`config.mk`:
```
export PLATFORM = sky130hd
export DESIGN_NAME = uart_rx_param_flat
export DESIGN_NICKNAME = d
export VERILOG_FILES = /design/src/rtl/uart_rx_param_if.sv /design/src/rtl/uart_rx_param.sv /design/src/flat_wrapper.sv
export SDC_FILE = /design/constraint.sdc
export NUM_CORES = 1
export LEC_CHECK = 0
export ABC_AREA = 1
export BUFFER_PORTS_ARGS = -buffer_cell sky130_fd_sc_hd__buf_2
export CORE_MARGIN = 2
export CORE_UTILIZATION = 60
export DETAILED_ROUTE_END_ITERATION = 6
export GPL_TIMING_DRIVEN = 0
export PLACE_DENSITY = 0.79
export SLEW_MARGIN = 40
export SYNTH_ARGS = -nofsm -noshare
export SYNTH_HDL_FRONTEND = slang
export SYNTH_SLANG_ARGS = --single-unit
```
`constraint.sdc`:
```
create_clock -name clk -period 1.8 [get_ports clk]
set_clock_uncertainty 0.1 [all_clocks]
set_input_delay 0.36 -clock clk [delete_from_list [all_inputs] [get_ports clk]]
set_output_delay 0.36 -clock clk [all_outputs]
set_load 0.01 [all_outputs]
```
`src/rtl/uart_rx_param_if.sv`:
```
// uart_rx_param_if: host-side Receive/Received handshake and word/status outputs of the UART receiver.
interface uart_rx_param_if #(
    parameter int DATA_BITS  = 8,
    parameter int FIFO_DEPTH = 4
);
    logic                               Receive;
    logic                               Received;
    logic [DATA_BITS-1:0]               Dout;
    logic                               parityErr;
    logic                               frameErr;
    logic                               overrun;
    logic [$clog2(FIFO_DEPTH+1)-1:0]    count;

    modport master (
        output Receive, Dout, parityErr, frameErr, overrun, count,
        input  Received
    );

    modport slave (
        input  Receive, Dout, parityErr, frameErr, overrun, count,
        output Received
    );
endinterface

```
`src/rtl/uart_rx_param.sv`:
```
// uart_rx_param: parametrised UART receiver with start-glitch rejection, per-word parity/frame flags and overrun.
// RX_FIFO_EN selects a FIFO_DEPTH-word first-word-fall-through buffer instead of a single holding register.
module uart_rx_param #(
    parameter int CLK_FREQ   = 100_000_000,
    parameter int BAUD       = 19_200,
    parameter int DATA_BITS  = 8,
    parameter int PARITY     = 0,
    parameter int STOP_BITS  = 1,
    parameter int FIFO_DEPTH = 4
) (
    input  logic             clk,
    input  logic             Reset_n,
    input  logic             Sin,
    uart_rx_param_if.master  rx
);
    localparam int BAUD_DIV = CLK_FREQ / BAUD;
    localparam int HALF_DIV = BAUD_DIV / 2;
    localparam int TW       = $clog2(BAUD_DIV);
    localparam int BW       = $clog2(DATA_BITS + 1);
    localparam int CW       = $clog2(FIFO_DEPTH + 1);
    localparam int WW       = DATA_BITS + 2;
    localparam logic [TW-1:0] L_BMAX = TW'(BAUD_DIV - 1);
    localparam logic [TW-1:0] L_HMAX = TW'(HALF_DIV - 1);

    typedef enum logic [2:0] {S_IDLE, S_START, S_DATA, S_PARITY, S_STOP} state_t;

    state_t                 r_state;
    logic                   r_s1;
    logic                   r_srx;
    logic [TW-1:0]          r_timer;
    logic [BW-1:0]          r_bitcnt;
    logic [DATA_BITS-1:0]   r_data;
    logic                   r_perr;
    logic                   r_ferr;
    logic                   r_overrun;

    logic                   w_tick;
    logic                   w_half;
    logic                   w_wr;
    logic [WW-1:0]          w_word;
    logic                   w_pop;
    logic                   w_avail;
    logic [WW-1:0]          w_head;
    logic [CW-1:0]          w_cnt;

    assign w_tick = (r_timer == L_BMAX);
    assign w_half = (r_timer == L_HMAX);
    // The final stop sample writes the buffer directly, so the word appears one cycle later.
    assign w_wr   = (r_state == S_STOP) && w_tick && (r_bitcnt == BW'(STOP_BITS - 1));
    assign w_word = {r_ferr | ~r_srx, r_perr, r_data};

    always_ff @(posedge clk or negedge Reset_n) begin
        if (!Reset_n) begin
            r_s1     <= 1'b1;
            r_srx    <= 1'b1;
            r_state  <= S_IDLE;
            r_timer  <= '0;
            r_bitcnt <= '0;
            r_data   <= '0;
            r_perr   <= 1'b0;
            r_ferr   <= 1'b0;
        end else begin
            r_s1  <= Sin;
            r_srx <= r_s1;
            case (r_state)
                S_IDLE: begin
                    r_timer <= '0;
                    if (!r_srx) r_state <= S_START;
                end
                S_START: begin
                    if (w_half) begin
                        r_timer  <= '0;
                        r_bitcnt <= '0;
                        r_perr   <= 1'b0;
                        r_ferr   <= 1'b0;
                        r_state  <= r_srx ? S_IDLE : S_DATA;
                    end else begin
                        r_timer <= r_timer + 1'b1;
                    end
                end
                S_DATA: begin
                    if (w_tick) begin
                        r_timer <= '0;
                        r_data  <= {r_srx, r_data[DATA_BITS-1:1]};
                        if (r_bitcnt == BW'(DATA_BITS - 1)) begin
                            r_bitcnt <= '0;
                            r_state  <= (PARITY != 0) ? S_PARITY : S_STOP;
                        end else begin
                            r_bitcnt <= r_bitcnt + 1'b1;
                        end
                    end else begin
                        r_timer <= r_timer + 1'b1;
                    end
                end
                S_PARITY: begin
                    if (w_tick) begin
                        r_timer <= '0;
                        r_perr  <= (PARITY == 2) ? ~(^r_data ^ r_srx) : (^r_data ^ r_srx);
                        r_state <= S_STOP;
                    end else begin
                        r_timer <= r_timer + 1'b1;
                    end
                end
                S_STOP: begin
                    if (w_tick) begin
                        r_timer <= '0;
                        if (!r_srx) r_ferr <= 1'b1;
                        if (r_bitcnt == BW'(STOP_BITS - 1)) begin
                            r_bitcnt <= '0;
                            r_state  <= S_IDLE;
                        end else begin
                            r_bitcnt <= r_bitcnt + 1'b1;
                        end
                    end else begin
                        r_timer <= r_timer + 1'b1;
                    end
                end
                default: r_state <= S_IDLE;
            endcase
        end
    end

`ifdef RX_FIFO_EN
    localparam int AW = $clog2(FIFO_DEPTH);

    logic [WW-1:0]  r_mem [FIFO_DEPTH];
    logic [AW:0]    r_wp;
    logic [AW:0]    r_rp;
    logic           w_empty;
    logic           w_full;
    logic           w_push;

    assign w_empty = (r_wp == r_rp);
    assign w_full  = (r_wp[AW] != r_rp[AW]) && (r_wp[AW-1:0] == r_rp[AW-1:0]);
    assign w_pop   = rx.Received & ~w_empty;
    // A pop frees the slot the same cycle, so a full buffer still accepts the word.
    assign w_push  = w_wr & (~w_full | w_pop);

    always_ff @(posedge clk or negedge Reset_n) begin
        if (!Reset_n) begin
            r_wp      <= '0;
            r_rp      <= '0;
            r_overrun <= 1'b0;
        end else begin
            if (w_pop) r_rp <= r_rp + 1'b1;
            if (w_push) r_wp <= r_wp + 1'b1;
            if (w_wr & w_full & ~w_pop) r_overrun <= 1'b1;
        end
    end

    always_ff @(posedge clk) begin
        if (w_push) r_mem[r_wp[AW-1:0]] <= w_word;
    end

    assign w_avail = ~w_empty;
    assign w_head  = r_mem[r_rp[AW-1:0]];
    assign w_cnt   = CW'(r_wp - r_rp);
`else
    logic           r_valid;
    logic [WW-1:0]  r_hold;

    assign w_pop = rx.Received & r_valid;

    always_ff @(posedge clk or negedge Reset_n) begin
        if (!Reset_n) begin
            r_valid   <= 1'b0;
            r_hold    <= '0;
            r_overrun <= 1'b0;
        end else begin
            if (w_wr & (~r_valid | w_pop)) begin
                r_hold  <= w_word;
                r_valid <= 1'b1;
            end else if (w_pop) begin
                r_valid <= 1'b0;
            end
            if (w_wr & r_valid & ~w_pop) r_overrun <= 1'b1;
        end
    end

    assign w_avail = r_valid;
    assign w_head  = r_hold;
    assign w_cnt   = CW'(r_valid);
`endif

    assign rx.Receive   = w_avail;
    assign rx.Dout      = w_avail ? w_head[DATA_BITS-1:0] : '0;
    assign rx.parityErr = w_avail & w_head[DATA_BITS];
    assign rx.frameErr  = w_avail & w_head[DATA_BITS+1];
    assign rx.overrun   = r_overrun;
    assign rx.count     = w_cnt;
endmodule
```
`src/flat_wrapper.sv`:
```
// flat-port wrapper written by rule: the top's interface ports become plain ports
module uart_rx_param_flat 
#(
    parameter int CLK_FREQ   = 100_000_000,
    parameter int BAUD       = 19_200,
    parameter int DATA_BITS  = 8,
    parameter int PARITY     = 0,
    parameter int STOP_BITS  = 1,
    parameter int FIFO_DEPTH = 4
)
  (clk, Reset_n, Sin, rx_Receive, rx_Dout, rx_parityErr, rx_frameErr, rx_overrun, rx_count, rx_Received);
  uart_rx_param_if #(.DATA_BITS(DATA_BITS), .FIFO_DEPTH(FIFO_DEPTH)) rx_i ();
  input  logic clk;
  input  logic Reset_n;
  input  logic Sin;
  output wire logic [$bits(rx_i.Receive)-1:0] rx_Receive;
  output wire logic [$bits(rx_i.Dout)-1:0] rx_Dout;
  output wire logic [$bits(rx_i.parityErr)-1:0] rx_parityErr;
  output wire logic [$bits(rx_i.frameErr)-1:0] rx_frameErr;
  output wire logic [$bits(rx_i.overrun)-1:0] rx_overrun;
  output wire logic [$bits(rx_i.count)-1:0] rx_count;
  input wire logic [$bits(rx_i.Received)-1:0] rx_Received;
  assign rx_Receive = rx_i.Receive;
  assign rx_Dout = rx_i.Dout;
  assign rx_parityErr = rx_i.parityErr;
  assign rx_frameErr = rx_i.frameErr;
  assign rx_overrun = rx_i.overrun;
  assign rx_count = rx_i.count;
  assign rx_i.Received = rx_Received;
  uart_rx_param #(.CLK_FREQ(CLK_FREQ), .BAUD(BAUD), .DATA_BITS(DATA_BITS), .PARITY(PARITY), .STOP_BITS(STOP_BITS), .FIFO_DEPTH(FIFO_DEPTH)) u_core (.clk(clk), .Reset_n(Reset_n), .Sin(Sin), .rx(rx_i));
endmodule
```
After elaboration in Yosys (flattened, before gate mapping)
Cells that the tools add are included.
{ "word_totals": {"reg_bits": 44, "latchBits": 0, "ram_bits": 0, "romBits": 0, "inputBits": 4, "mem_count": 0} }
{ "op_classes": {"n_addsub": 2, "n_mul": 0, "div_mod_pow": 0, "n_lt_le_gt_ge": 0, "eq_ne": 15, "shift": 0, "muxes": 27, "bitwise": 12, "reduce_logical": 16} }
{ "ops": {"columns": ["cell", "count"], "rows": [
  ["13-bit case mux with 3 select lines", 1],
  ["13-bit 2-to-1 mux", 2],
  ["3-bit 2-to-1 mux", 7],
  ["4-bit 2-to-1 mux", 5],
  ["3-bit case mux with 5 select lines", 1],
  ["13-bit by 1-bit adder with 13-bit output, second input constant", 1],
  ["13-bit by 12-bit equality test with 1-bit output, second input constant", 1],
  ["13-bit equality test, second input constant", 1],
  ["4-bit case mux with 3 select lines", 1],
  ["2-bit by 1-bit != test with 1-bit output, second input constant", 5],
  ["8-bit 2-to-1 mux", 1],
  ["4-bit AND reduction", 2],
  ["8-bit XOR reduction", 1],
  ["7-bit AND reduction", 1],
  ["1-bit bitwise AND", 6],
  ["3-bit by 2-bit equality test with 1-bit output, second input constant", 2],
  ["1-bit 2-to-1 mux", 6],
  ["2-bit != test, second input constant", 3],
  ["2-bit nonzero test", 3],
  ["3-bit nonzero test", 2],
  ["4-bit by 1-bit adder with 4-bit output, second input constant", 1],
  ["4-bit by 3-bit equality test with 1-bit output, second input constant", 1],
  ["4-bit zero test", 1],
  ["1-bit case mux with 2 select lines", 2],
  ["other kinds (11)", 15]
]} }

Depth between registers and ports, before layout
{ "depth": {"depth_word": 5, "ltp_mapped": 10, "depth_no_buf": 10} }

Worst setup path before layout
Ideal clock, no wire load.
{ "synth_path": {"path_kind": "flip-flop to flip-flop", "from": "register u_core.r_timer[0]", "to": "register u_core.r_hold[4]", "setup_ps": 120, "arrival_ps": 1313, "t_required_ps": 1580, "slack_ps": 267, "stages_incl_launch_ff": 10, "n_path_buf": 1, "synth_period_minus_slack_ps": 1533, "path_cell_list": "dfrtp_1 -> ha_1 -> nand2_2 -> nor2_1 -> nand3_2 -> nor2_4 -> nand3_2 -> buf_6 -> nand2_1 -> o21ai_2"} }
{ "synth_between": {"elab_chain_len": 4} }
{ "synth_rtl": {"columns": ["item", "line", "rtl"], "rows": [
  ["start, declared", "uart_rx_param.sv:30", "logic [TW-1:0] r_timer;"],
  ["start signal, assigned", "uart_rx_param.sv:78", "r_timer <= r_timer + 1'b1;"],
  ["start signal, assigned", "uart_rx_param.sv:92", "r_timer <= r_timer + 1'b1;"],
  ["start signal, assigned", "uart_rx_param.sv:101", "r_timer <= r_timer + 1'b1;"],
  ["13-bit equality test", "uart_rx_param.sv:46", "assign w_tick = (r_timer == L_BMAX);"],
  ["1-bit logical AND (2 in series)", "uart_rx_param.sv:49", "assign w_wr = (r_state == S_STOP) && w_tick && (r_bitcnt == BW'(STOP_BITS - 1));"],
  ["1-bit bitwise AND", "uart_rx_param.sv:170", "if (w_wr & (~r_valid | w_pop)) begin"],
  ["end signal, assigned", "uart_rx_param.sv:171", "r_hold <= w_word;"],
  ["end, declared", "uart_rx_param.sv:160", "logic [WW-1:0] r_hold;"]
]} }
No other way between the ends.
A chain may end at the register's enable or synchronous reset.

Worst setup path after layout
{ "layout_path": {"from": "register u_core.r_timer[0]", "to": "register u_core.r_timer[10]"} }
{ "layout_between": {"elab_chain_len": 3, "elab_cells_between_ends": 6} }
{ "layout_rtl": {"columns": ["item", "line", "rtl"], "rows": [
  ["13-bit by 1-bit adder with 13-bit output (tied with other cells)", null, null],
  ["13-bit 2-to-1 mux, on equally long branches", null, null],
  ["13-bit case mux with 3 select lines *", "uart_rx_param.sv:65", "case (r_state)"]
]} }
Every way passes the cells marked *; elsewhere a longest branch is shown, timed or not.

==> out/metrics.yaml <==
detailed_routing:
  vias: 2113
  ant_nets: 0
  via_per_inst: 5.06
  drtIter0Drc: 100
  drcViolationCount: 0
  routed_wl_um: 4680
  dr.pass1.iters: 5
  wl_per_cell_um: 11.2
critical_path:
  r2r_setup_slack_ns: 0.12
  path_class: "flop to flop"
  critical-path-top-delay-family: "simple AND/OR/NAND/NOR gates"
  required_ns: 1.86
  path_cells: "ha_2 -> nand2_2 -> nor2_1 -> nand3_2 -> nand2_1 -> nand2_2 -> buf_6 -> nand3_1 -> o21ai_0"
  crit_fanout: 10
  cp_slowest_cell: "dfrtp_1"
  cpMostUsedCell: "nand2_2"
  worst-path-buf-inv: 1
  start_kind: "flop"
  end_kind: "flop"
  slowest_delay_ns: 0.36
  crit_arrival_ns: 1.75
cts:
  htree_levels: 2
  clk_path_buf_depth: 2
  clock_tree.root_cell: "clkbuf_8"
  clkLatencyLatePin_ns: 0.30
  clock-sinks: 44
  path_clk_slew_ns: 0.08
  cts_tree: "done"
  cts_buffers: 5
layout:
  area_growth_pct: 11.6
  final_nets: 372
  drive_gt1_frac: 0.240
  antenna_cells: 0
  fill_cells: 380
yosys:
  synth.distinct_cells: 36
  syn_avg_cell_area_sq_um: 7.75
  yosysWarnings: 0
  synth_area_sq_um: 2620
  ys_seq_area_frac: 0.421
  netlist_instances: 338
  ys_ff_latch: 44
floorplan:
  start_util: 0.610
  core_sq_um: 4290
  design.portCount: 19
  die_w_um: 70.1
  rows: 24
  fp.dieH_um: 70.1
  die_area_sq_um: 4910
global_routing:
  grt_usage: 0.214
  antenna_found_initial: 0
  grt_pass1_vias: 1904
  grt_pass1_wl_um: 8480
  overflow: 0
  grt_max_degree: 45
sta:
  fin_tns_setup_ns: 0
  hold_viol: 0
  final.period_utilization: 0.935
  rsz0062_at_grt: "false"
  worst_pin_slew_ns: 0.546
  drv_slew: 0
  layout_min_cycle_time_ns: 1.68
  relSlewSlack: 0.636
  setup_violations: 0
  fmax_mhz: 594
  worst_slack_ns: 0.117
placement:
  pre_cts_ws_ns: 0.0813
  dp_hpwl_um: 3480
  place.gp.congestion: 0.916
  port_buffers: 16
worst_hold_path:
  hp-class: "input port to flop"
power_and_ir_drop:
  cellLeakagePower_uw: 0.00155
  cellPowerDensity_nw_per_um2: 623
  ir_drop_mv: 0.388
run:
  maxCapViolations: 0
outcome:
  status: "complete, no violations"
## cell usage in the layout (no fill, tap or decap), types with 2 or more instances in the layout
master    count
o21ai_0      10
buf_2        15
nor2_2        3
nand2_2       6
o21ai_1       5
nand3_1      21
clkbuf_8      6
conb_1        2
buf_6         4
inv_1        41
nor2_1       22
o21ai_2      18
xor2_1        5
buf_4         7
dfrtp_1      42
inv_2        10
dfstp_2       2
nand2_4       2
nand4_1       4
nand3_2       3
nand2_1     112
ha_1          2
nor2_4        3
o22ai_1       3
nand3b_1      2
## cell families after synthesis
| kind of cell | Yosys count | share of synthesized area |
|---|---|---|
| xor+xnor | 6 | 0.0201 |
| fa+ha+maj | 3 | 0.0143 |
| other cells | 1 | 0.00143 |
| compound gates | 41 | 0.111 |
| flops | 44 | 0.421 |
| buf+inv | 60 | 0.103 |
| simple gates | 183 | 0.329 |
## area by class of cell
class | count | area, sq um | area share
buffer | 7 | 67.6 | 0.0231
clock buffer | 6 | 82.6 | 0.0282
clock inverter | 2 | 38.8 | 0.0133
inverter | 52 | 198 | 0.0676
multi-input combinational | 235 | 1250 | 0.429
sequential | 44 | 1100 | 0.377
tap | 52 | 65.1 | 0.0223
timing repair buffer | 20 | 115 | 0.0394
## synth_stat cells
library cell / instances / area, sq um
nand2_1: 112 / 420
nand4_1: 4 / 25.0
o21ai_2: 18 / 158
ha_1: 3 / 37.5
inv_4: 1 / 6.26
xor2_1: 5 / 43.8
nand3b_4: 1 / 20.0
inv_2: 10 / 37.5
o211ai_2: 1 / 12.5
nor3_4: 1 / 16.3
nor2_1: 22 / 82.6
clkbuf_1: 1 / 3.75
nand3_1: 21 / 105
nor2_2: 3 / 18.8
o31ai_1: 1 / 7.51
nor3_2: 1 / 10.0
buf_4: 3 / 22.5
nand2_4: 2 / 22.5
inv_1: 41 / 154
nand3b_1: 2 / 15.0
o21ai_0: 10 / 50.1
a21oi_1: 1 / 5.00
o21ai_1: 5 / 25.0
nor2_4: 3 / 33.8
nand2_2: 6 / 37.5
dfstp_2: 2 / 52.6
buf_6: 4 / 45.0
nor3_1: 1 / 5.00
a21boi_0: 1 / 7.51
conb_1: 1 / 3.75
o21bai_1: 1 / 7.51
o22ai_1: 3 / 18.8
xnor2_1: 1 / 8.76
nand3_2: 3 / 30.0
nor2_8: 1 / 20.0
dfrtp_1: 42 / 1050
## through the flow
step           power [uW]  cell area (sq um)   util  cells  hold slack (ns)
6_report             1820               2920  0.681    418           0.0608
4_1_cts              1850               2900  0.676    416           0.0515
3_3_place_gp         1050               2770  0.645    407            0.246
2_1_floorplan        1020               2620      -    339          -0.0356
5_1_grt              1890               2920  0.681    418           0.0439
3_5_place_dp         1050               2770  0.645    407            0.248
## power by group
group / switching [uW] / internal (uW) / total [uW]
clock network: 340 / 454 / 793
registers: 2.02 / 992 / 994
logic: 25.6 / 9.13 / 34.8
total: 367 / 1450 / 1820
## path summary, 6_finish.rpt
kind                                    from                  to  cells past startpoint
hold reg to reg                  u_core.r_s1        u_core.r_srx                      0
min in group asynchronous            Reset_n   u_core.r_timer[7]                      2
setup / recovery           u_core.r_timer[0]  u_core.r_timer[10]                      9
hold / removal                           Sin         u_core.r_s1                      1
setup reg to reg           u_core.r_timer[0]  u_core.r_timer[10]                      9
max in group asynchronous            Reset_n        u_core.r_srx                      2
## state kept, by name (all words and copies together), names as in the netlist
register	cells
u_core.r_ferr	1
u_core.rx.Receive	1
u_core.r_perr	1
u_core.r_bitcnt	4
u_core.rx.overrun	1
u_core.r_timer	13
u_core.r_state	3
u_core.r_s1	1
u_core.r_data	8
u_core.r_srx	1
u_core.r_hold	10
## worst reg2reg max path, delay by kind of cell (launching register included)
kind / cells / cell delay (ns)
AO/OA/AOI/OAI: 1 / 0.11
adder cells (fa/ha/maj): 1 / 0.21
buffers and inverters: 1 / 0.15
flip-flops: 1 / 0.36
AND/OR/NAND/NOR: 6 / 0.63
## metal layers
layer  vias up  global-route usage  part of all wire
met2        38               0.356              0.49
met1       968               0.284              0.47
met5         -                   0                 0
met3         7              0.0390             0.030
met4         0              0.0684             0.013
li1       1100                   -                 -
## repair_timing
action,CTS,global route
setup buffers,0,3
endpoints found under the setup margin,0,19
endpoints found under the hold margin,42,0
hold buffers,1,0
gates resized for setup,0,1
Note: power is estimated with default switching activity, not from simulation.
